## config.mk

```make
export PLATFORM = sky130hd
export DESIGN_NAME = bus_arbiter
export DESIGN_NICKNAME = d
export VERILOG_FILES = /design/src/rtl/bus_arbiter.sv
export SDC_FILE = /design/constraint.sdc
export NUM_CORES = 1
export LEC_CHECK = 0
export BUFFER_PORTS_ARGS = -buffer_cell sky130_fd_sc_hd__buf_2
export CAP_MARGIN = 30
export CORE_MARGIN = 2
export CORE_UTILIZATION = 30
export CTS_CLUSTER_DIAMETER = 40
export DETAILED_ROUTE_END_ITERATION = 7
export GPL_ROUTABILITY_DRIVEN = 0
export PLACE_DENSITY = 0.64
export SYNTH_ARGS = -nofsm -noshare
export SYNTH_HDL_FRONTEND = slang
export SYNTH_SLANG_ARGS = --single-unit
```

## constraint.sdc

```tcl
create_clock -name clk_i -period 13.1 [get_ports clk_i]
set_clock_uncertainty 0.05 [all_clocks]
set_input_delay 2.62 -clock clk_i [delete_from_list [all_inputs] [get_ports clk_i]]
set_output_delay 2.62 -clock clk_i [all_outputs]
set_load 0.02 [all_outputs]
```

## src/rtl/bus_arbiter.sv

```systemverilog
// bus_arbiter: two-master round-robin arbiter sequencing single-cycle rom/ram/uart accesses
module bus_arbiter #(
    parameter logic [3:0] ROM_REGION  = 4'h0,
    parameter logic [3:0] RAM_REGION  = 4'h1,
    parameter logic [3:0] UART_REGION = 4'h2
) (
    input  logic        clk_i,
    input  logic        rst_i,
    input  logic        m0_req_i,
    input  logic        m0_we_i,
    input  logic [31:0] m0_addr_i,
    input  logic [31:0] m0_wdata_i,
    input  logic [1:0]  m0_hb_i,
    output logic        m0_ack_o,
    output logic        m0_err_o,
    output logic [31:0] m0_rdata_o,
    input  logic        m1_req_i,
    input  logic        m1_we_i,
    input  logic [31:0] m1_addr_i,
    input  logic [31:0] m1_wdata_i,
    input  logic [1:0]  m1_hb_i,
    output logic        m1_ack_o,
    output logic        m1_err_o,
    output logic [31:0] m1_rdata_o,
    output logic [31:0] bus_addr_o,
    output logic [31:0] bus_data_o,
    output logic        bus_we_o,
    output logic [1:0]  bus_hb_o,
    output logic [2:0]  bus_cs_o,
    input  logic [31:0] rom_data_i,
    input  logic [31:0] ram_data_i,
    input  logic [31:0] uart_data_i,
    output logic        owner_o
);
    typedef enum logic [1:0] {IDLE, ACCESS, RESP} state_t;
    state_t state;
    logic ptr, win, win_we, lat_we;
    logic [31:0] win_addr, rd_mux;
    logic [2:0] win_cs;

    // pick the winner, decode its address region and mux the selected slave's read data
    always_comb begin
        win      = (m0_req_i && m1_req_i) ? ptr : m1_req_i;
        win_we   = win ? m1_we_i : m0_we_i;
        win_addr = win ? m1_addr_i : m0_addr_i;
        win_cs   = (win_addr[31:28] == ROM_REGION)  ? 3'b001 :
                   (win_addr[31:28] == RAM_REGION)  ? 3'b010 :
                   (win_addr[31:28] == UART_REGION) ? 3'b100 : 3'b000;
        rd_mux   = lat_we      ? '0 :
                   bus_cs_o[0] ? rom_data_i :
                   bus_cs_o[1] ? ram_data_i :
                   bus_cs_o[2] ? uart_data_i : '0;
    end

    // grant in IDLE, drive the bus for one ACCESS cycle, pulse the owner's ack in RESP
    always_ff @(posedge clk_i or posedge rst_i) begin
        if (rst_i) begin
            state      <= IDLE;
            ptr        <= 1'b0;
            owner_o    <= 1'b0;
            lat_we     <= 1'b0;
            bus_addr_o <= '0;
            bus_data_o <= '0;
            bus_hb_o   <= '0;
            bus_cs_o   <= '0;
            bus_we_o   <= 1'b0;
            m0_ack_o   <= 1'b0;
            m0_err_o   <= 1'b0;
            m0_rdata_o <= '0;
            m1_ack_o   <= 1'b0;
            m1_err_o   <= 1'b0;
            m1_rdata_o <= '0;
        end else begin
            case (state)
                IDLE: if (m0_req_i || m1_req_i) begin
                    state      <= ACCESS;
                    owner_o    <= win;
                    lat_we     <= win_we;
                    bus_addr_o <= win_addr;
                    bus_data_o <= win ? m1_wdata_i : m0_wdata_i;
                    bus_hb_o   <= win ? m1_hb_i : m0_hb_i;
                    bus_cs_o   <= win_cs;
                    bus_we_o   <= win_we && |win_cs;
                end
                ACCESS: begin
                    state    <= RESP;
                    bus_cs_o <= '0;
                    bus_we_o <= 1'b0;
                    if (owner_o) begin
                        m1_rdata_o <= rd_mux;
                        m1_ack_o   <= 1'b1;
                        m1_err_o   <= ~|bus_cs_o;
                    end else begin
                        m0_rdata_o <= rd_mux;
                        m0_ack_o   <= 1'b1;
                        m0_err_o   <= ~|bus_cs_o;
                    end
                end
                RESP: begin
                    state    <= IDLE;
                    ptr      <= ~owner_o;
                    m0_ack_o <= 1'b0;
                    m0_err_o <= 1'b0;
                    m1_ack_o <= 1'b0;
                    m1_err_o <= 1'b0;
                end
                default: state <= IDLE;
            endcase
        end
    end
endmodule

```

======== Yosys cells after proc, flatten, opt, wreduce, memory -nomap -nowiden ========
Cells that the tools add are included.
storage, ports and cells
  register bits after elaboration ......... 143
  bits of input ports ..................... 234
  output and inout port bits .............. 139
  logic and storage cells ................. 65
operators by class
  eq/ne operators ......................... 7
  multiplexer cells ....................... 26
  bitwise operators ....................... 1
  reduce and logical (&&, ||, !) cells .... 16
operator list
  cell                                            number
  two-way mux 32 bit                              6
  two-way mux 3 bit                               4
  AND reduction 2 bit                             6
  one-hot mux 1 bit (2 select lines)              5
  two-way mux 1 bit                               7
  != test 2 bit (second input constant)           3
  one-hot mux 3 bit (2 select lines)              1
  OR reduction 3 bit                              2
  == test 4 x 1 -> 1 bit (second input constant)  1
  == test 4 x 2 -> 1 bit (second input constant)  1
  logical NOT 4 bit                               1
  two-way mux 2 bit                               2
  one-hot mux 2 bit (2 select lines)              1
  nonzero test 2 bit                              2
  == test 2 x 1 -> 1 bit (second input constant)  1
  == test 2 bit (second input constant)           1
  logical AND 1 bit                               2
  logical NOT 2 bit                               1
  logical NOT 1 bit                               1
  logical OR 1 bit                                1
  NOT 1 bit                                       1

======== Depth between registers and ports, before layout ========
  word-level depth ........................ 11
  depth in mapped cells ................... 7
  mapped depth without buffers ............ 5

======== Worst setup path after synthesis ========
Ideal clock, no wire load.
  path type ............................... input port to flip-flop
  from .................................... input port m0_req_i
  to ...................................... register bus_addr_o[0]
  setup time .............................. 0.082 ns
  data arrival time ....................... 3.440 ns
  data required time ...................... 12.968 ns
  setup slack ............................. 9.528 ns
  stages on the path ...................... 6
  buffers on the path ..................... 2
  path through ............................ nand2b_1 and2_1 buf_2 clkbuf_1 nand2_1 a31oi_1
between the ends
  word-level cells in the longest chain between the ends .. 3
  elaborated cells between the ends (all ways) .. 5
  classes of those cells .................. mux: 2; reduce/logical: 3
ends and longest elaborated chain
  item                  RTL line  RTL
  from (decl)           9         input logic m0_req_i,
  logical AND 1 bit     43        win = (m0_req_i && m1_req_i) ? ptr : m1_req_i;
  two-way mux 1 bit     43
  two-way mux 32 bit    45        win_addr = win ? m1_addr_i : m0_addr_i;
  to (signal assigned)  79        bus_addr_o <= win_addr;
  to (decl)             25        output logic [31:0] bus_addr_o,
Parallel ways exist; a longest one is shown, timed or not.
A chain may end at the register's enable or synchronous reset.

======== Worst setup path after layout ========
  from .................................... register bus_cs_o[0]
  to ...................................... output port bus_cs_o[0]
RTL lines
  item                    RTL line  RTL
  from (decl)             29        output logic [2:0] bus_cs_o,
  from (signal assigned)  82        bus_cs_o <= win_cs;
No word-level cell between the ends.

==> impl_results.md <==
- Top-level I/O count: 373
- Largest net degree at the start of global routing: 105
- Summed instance area of the synthesized netlist: 0.00690 mm²
- Main combinational cell family by area after synthesis: simple AND/OR/NAND/NOR gates
- Highest ir drop seen on vdd: 0.106 mV
- Maximum clock rate: 228 MHz
- First-pass GRT wire length: 34500 µm
- Clock transition at path regs: 0.07 ns
- Crit path to: bus_cs_o[0]
- Largest stage delay on the critical path: 0.60 ns
- R2R setup slack: 10.68 ns
- Clock latency reported for the late side of the worst-skew pair: 0.41 ns
- Post-Syn Nets: 906
- Slew at the pin closest to its max-slew limit: 0.954 ns
- Remaining global-route overflow: 0
- CTS sink cnt: 143
- Post-Synth XOR/XNOR Area: 0%
- Most used standard cell by instance count after synthesis: dfrtp_1
- Setup-failing EPs final: 0
- Number of DRC violations after detailed-routing iteration 0: 331
- Most area-consuming cells after synthesis: dfrtp_1, mux2_2, nand2_1
- Adder and majority gate portion of the synthesized area: 0%
- Synth area leader: dfrtp_1
- Area inside the core boundary: 0.0226 mm²
- Count of unresolved DRC violations after routing: 0
- Number of maximum-capacitance constraint violations: 0
- WL per Instance: 17.2 µm
- Worst path required time: 10.43 ns
- Synthesis warning total: 0
- Antenna fix cells: 0
- Cell variety after synth: 38
- Detailed-route vias per instance: 4.82
- Startpoint types: register
- Top cell types by occurrence after synthesis: dfrtp_1, nand2_1, nor2_1
- Count of placed standard cells in the final layout, fillers left out: 1316
- Cell total after placement: 1284
- Root buffer selected by CTS: clkbuf_16
- Share of synthesized registers carrying an async set or reset: 100%
- X dimension of the die: 156 µm
- Sequential element share of the synthesized area: 51.9%
- Startpoint of the worst register-to-register path: state[0]
- Setup WS pre-CTS: 8.68 ns
- Antenna-violating nets left: 0
- Cell count after synthesis: 672
- TritonCTS clock tree: built
- Final hold violations: 0
- Data arrival time of the critical path: 1.72 ns
- Classification of the worst setup path: register to primary output
- Die area: 0.0242 mm²
- Endpoint type of the worst setup path: primary output
- CP Cell Sequence: buf_4 > buf_2
- Portion of synthesized cell area occupied by the leading cell type: 51.9%
- End of the worst register-to-register path: bus_data_o[19]
- Compound-gate portion of the synthesized area: 14.3%
- Area Overhead vs Synth: 38.1%
- H-tree depth: 4
- Vias: 6348
- Global routing usage summed across all routing layers: 18.4%
- Top_reg_cell synth: dfrtp_1
- Max clock buf depth: 2
- Via count of the first global-routing pass: 6245
- Number of buffers inserted by hold repair at cts: 0
- Maximum fanout encountered on the critical timing path: 67
- WL final: 22600 µm
- Number of synthesized flops with an enable pin: 0
- Mux cell area share after synthesis: 10.7%
- Synthesized area per cell: 10.3 µm²
- Share of synthesized cell area in and, or, nand and nor gates: 18.5%
- Standard-cell row count: 55
- Number of detailed-route iterations in the first pass: 5
- Cts bufs inserted: 17
- Clock period minus worst slack: 4.39 ns
- Y dimension of the die: 156 µm
- Resize count post-CTS: 0
- HPWL after DPL: 16500 µm
- Antenna violations before repair: 3
- Final layout net count: 1252
- FF-to-FF path depth: 5
- Leakage: 4.86 nW
- Run status: complete, no violations
- Starting density of the core: 30.6%
- Total power divided by cell area: 223 mW/mm²
- Relative slew margins: 36.4%
- Origin of the worst setup path: bus_cs_o[0]
- Count of input and output buffers: 372
- Fraction of final layout cells with drive strength greater than 1: 50.0%
- Hold Path Class: register to register
- Max Slew Vio Count: 0
- Total of flip-flops plus latches after synthesis: 143
- Setup ws final: 8.71 ns
- RSZ-0062 raised after global routing: no
- Summed negative setup slack over all endpoints: 0 ns
- Worst path slowest cell: buf_4
- Final clock period utilization by the worst path: 33.5%
- Post CTS Setup Buffer Count: 0
==> worst min-delay path by stage <==
stage,from,to,depth (start not counted)
floorplan,ptr,ptr,2
global placement,m1_ack_o,m1_ack_o,2
detailed placement,m1_ack_o,m1_ack_o,2
CTS,m1_ack_o,m1_ack_o,2
global route,m0_ack_o,m0_ack_o,1
finish,m1_ack_o,m1_ack_o,2
==> state kept, by name, summed over array words and instances, names as in the netlist <==
register	count
owner_o	1
m1_ack_o	1
bus_hb_o	2
bus_data_o	32
bus_we_o	1
m0_rdata_o	32
bus_addr_o	32
m0_ack_o	1
m1_err_o	1
m0_err_o	1
lat_we	1
bus_cs_o	3
m1_rdata_o	32
ptr	1
state	2
==> critical path: cells and delay by family (launching register included) <==
family	cells	cell delay, ns
flops	1	0.34
buf+inv	2	0.90
==> stage by stage <==
step / utilization [%] / power [W] / hold slack [ns] / instance area (µm²)
floorplan: - / 0.00133 / 0.414 / 6900
global placement: 39.4 / 0.00162 / 0.412 / 8900
detailed placement: 39.5 / 0.00164 / 0.419 / 8920
CTS: 42.2 / 0.00216 / 0.436 / 9520
global route: 42.2 / 0.00227 / 0.452 / 9520
finish: 42.2 / 0.00213 / 0.433 / 9520
==> cells by family after synthesis <==
group / Yosys count
buffers and inverters: 59
flip-flops: 143
AO/OA/AOI/OAI: 113
multiplexers: 66
AND/OR/NAND/NOR: 291
==> cells in the final DEF, fill, tap and decap left out, types with 2 or more instances in the layout <==
cell type,Yosys,layout
nand3_1,3,3
nand2_1,138,137
dfrtp_1,143,141
mux2_2,62,62
nor2b_1,33,33
nand4b_1,2,2
buf_2,29,372
nand4_1,2,2
inv_1,4,3
nor2_1,70,70
a221oi_2,30,30
nand2_2,1,2
o221ai_1,2,2
dfrtp_2,0,2
o21ai_0,3,3
nor3_1,34,34
mux2_1,2,2
a221oi_1,2,2
inv_6,0,6
nand2b_1,2,2
a211oi_1,2,2
clkinv_4,0,3
buf_4,8,8
clkbuf_16,0,17
bufinv_16,0,2
a31oi_1,67,67
clkbuf_8,0,2
mux2i_1,2,2
==> cell type report <==
cell class,count,area [µm²]
Inverter,5,26.3
Multi-Input combinational cell,470,3010
Clock inverter,12,149
Clock buffer,20,457
Tap cell,285,357
Timing Repair Buffer,381,1940
Sequential cell,143,3580
Fill cell,2293,13000
==> power breakdown <==
group	switching, W	internal [W]	total (W)
logic	0.000581	0.000332	0.000913
registers	0.0000972	0.000616	0.000713
clock network	0.000205	0.000297	0.000501
==> metal layers <==
metal  track usage (%)  routed length [µm]  up-vias
li1                  -                   -     3058
met1              22.5                9510     3000
met2              31.7               11000      271
met3              5.42                1730       17
met4              4.94                 323        2
met5                 0                  13        -
(Power assumes the default switching activity.)
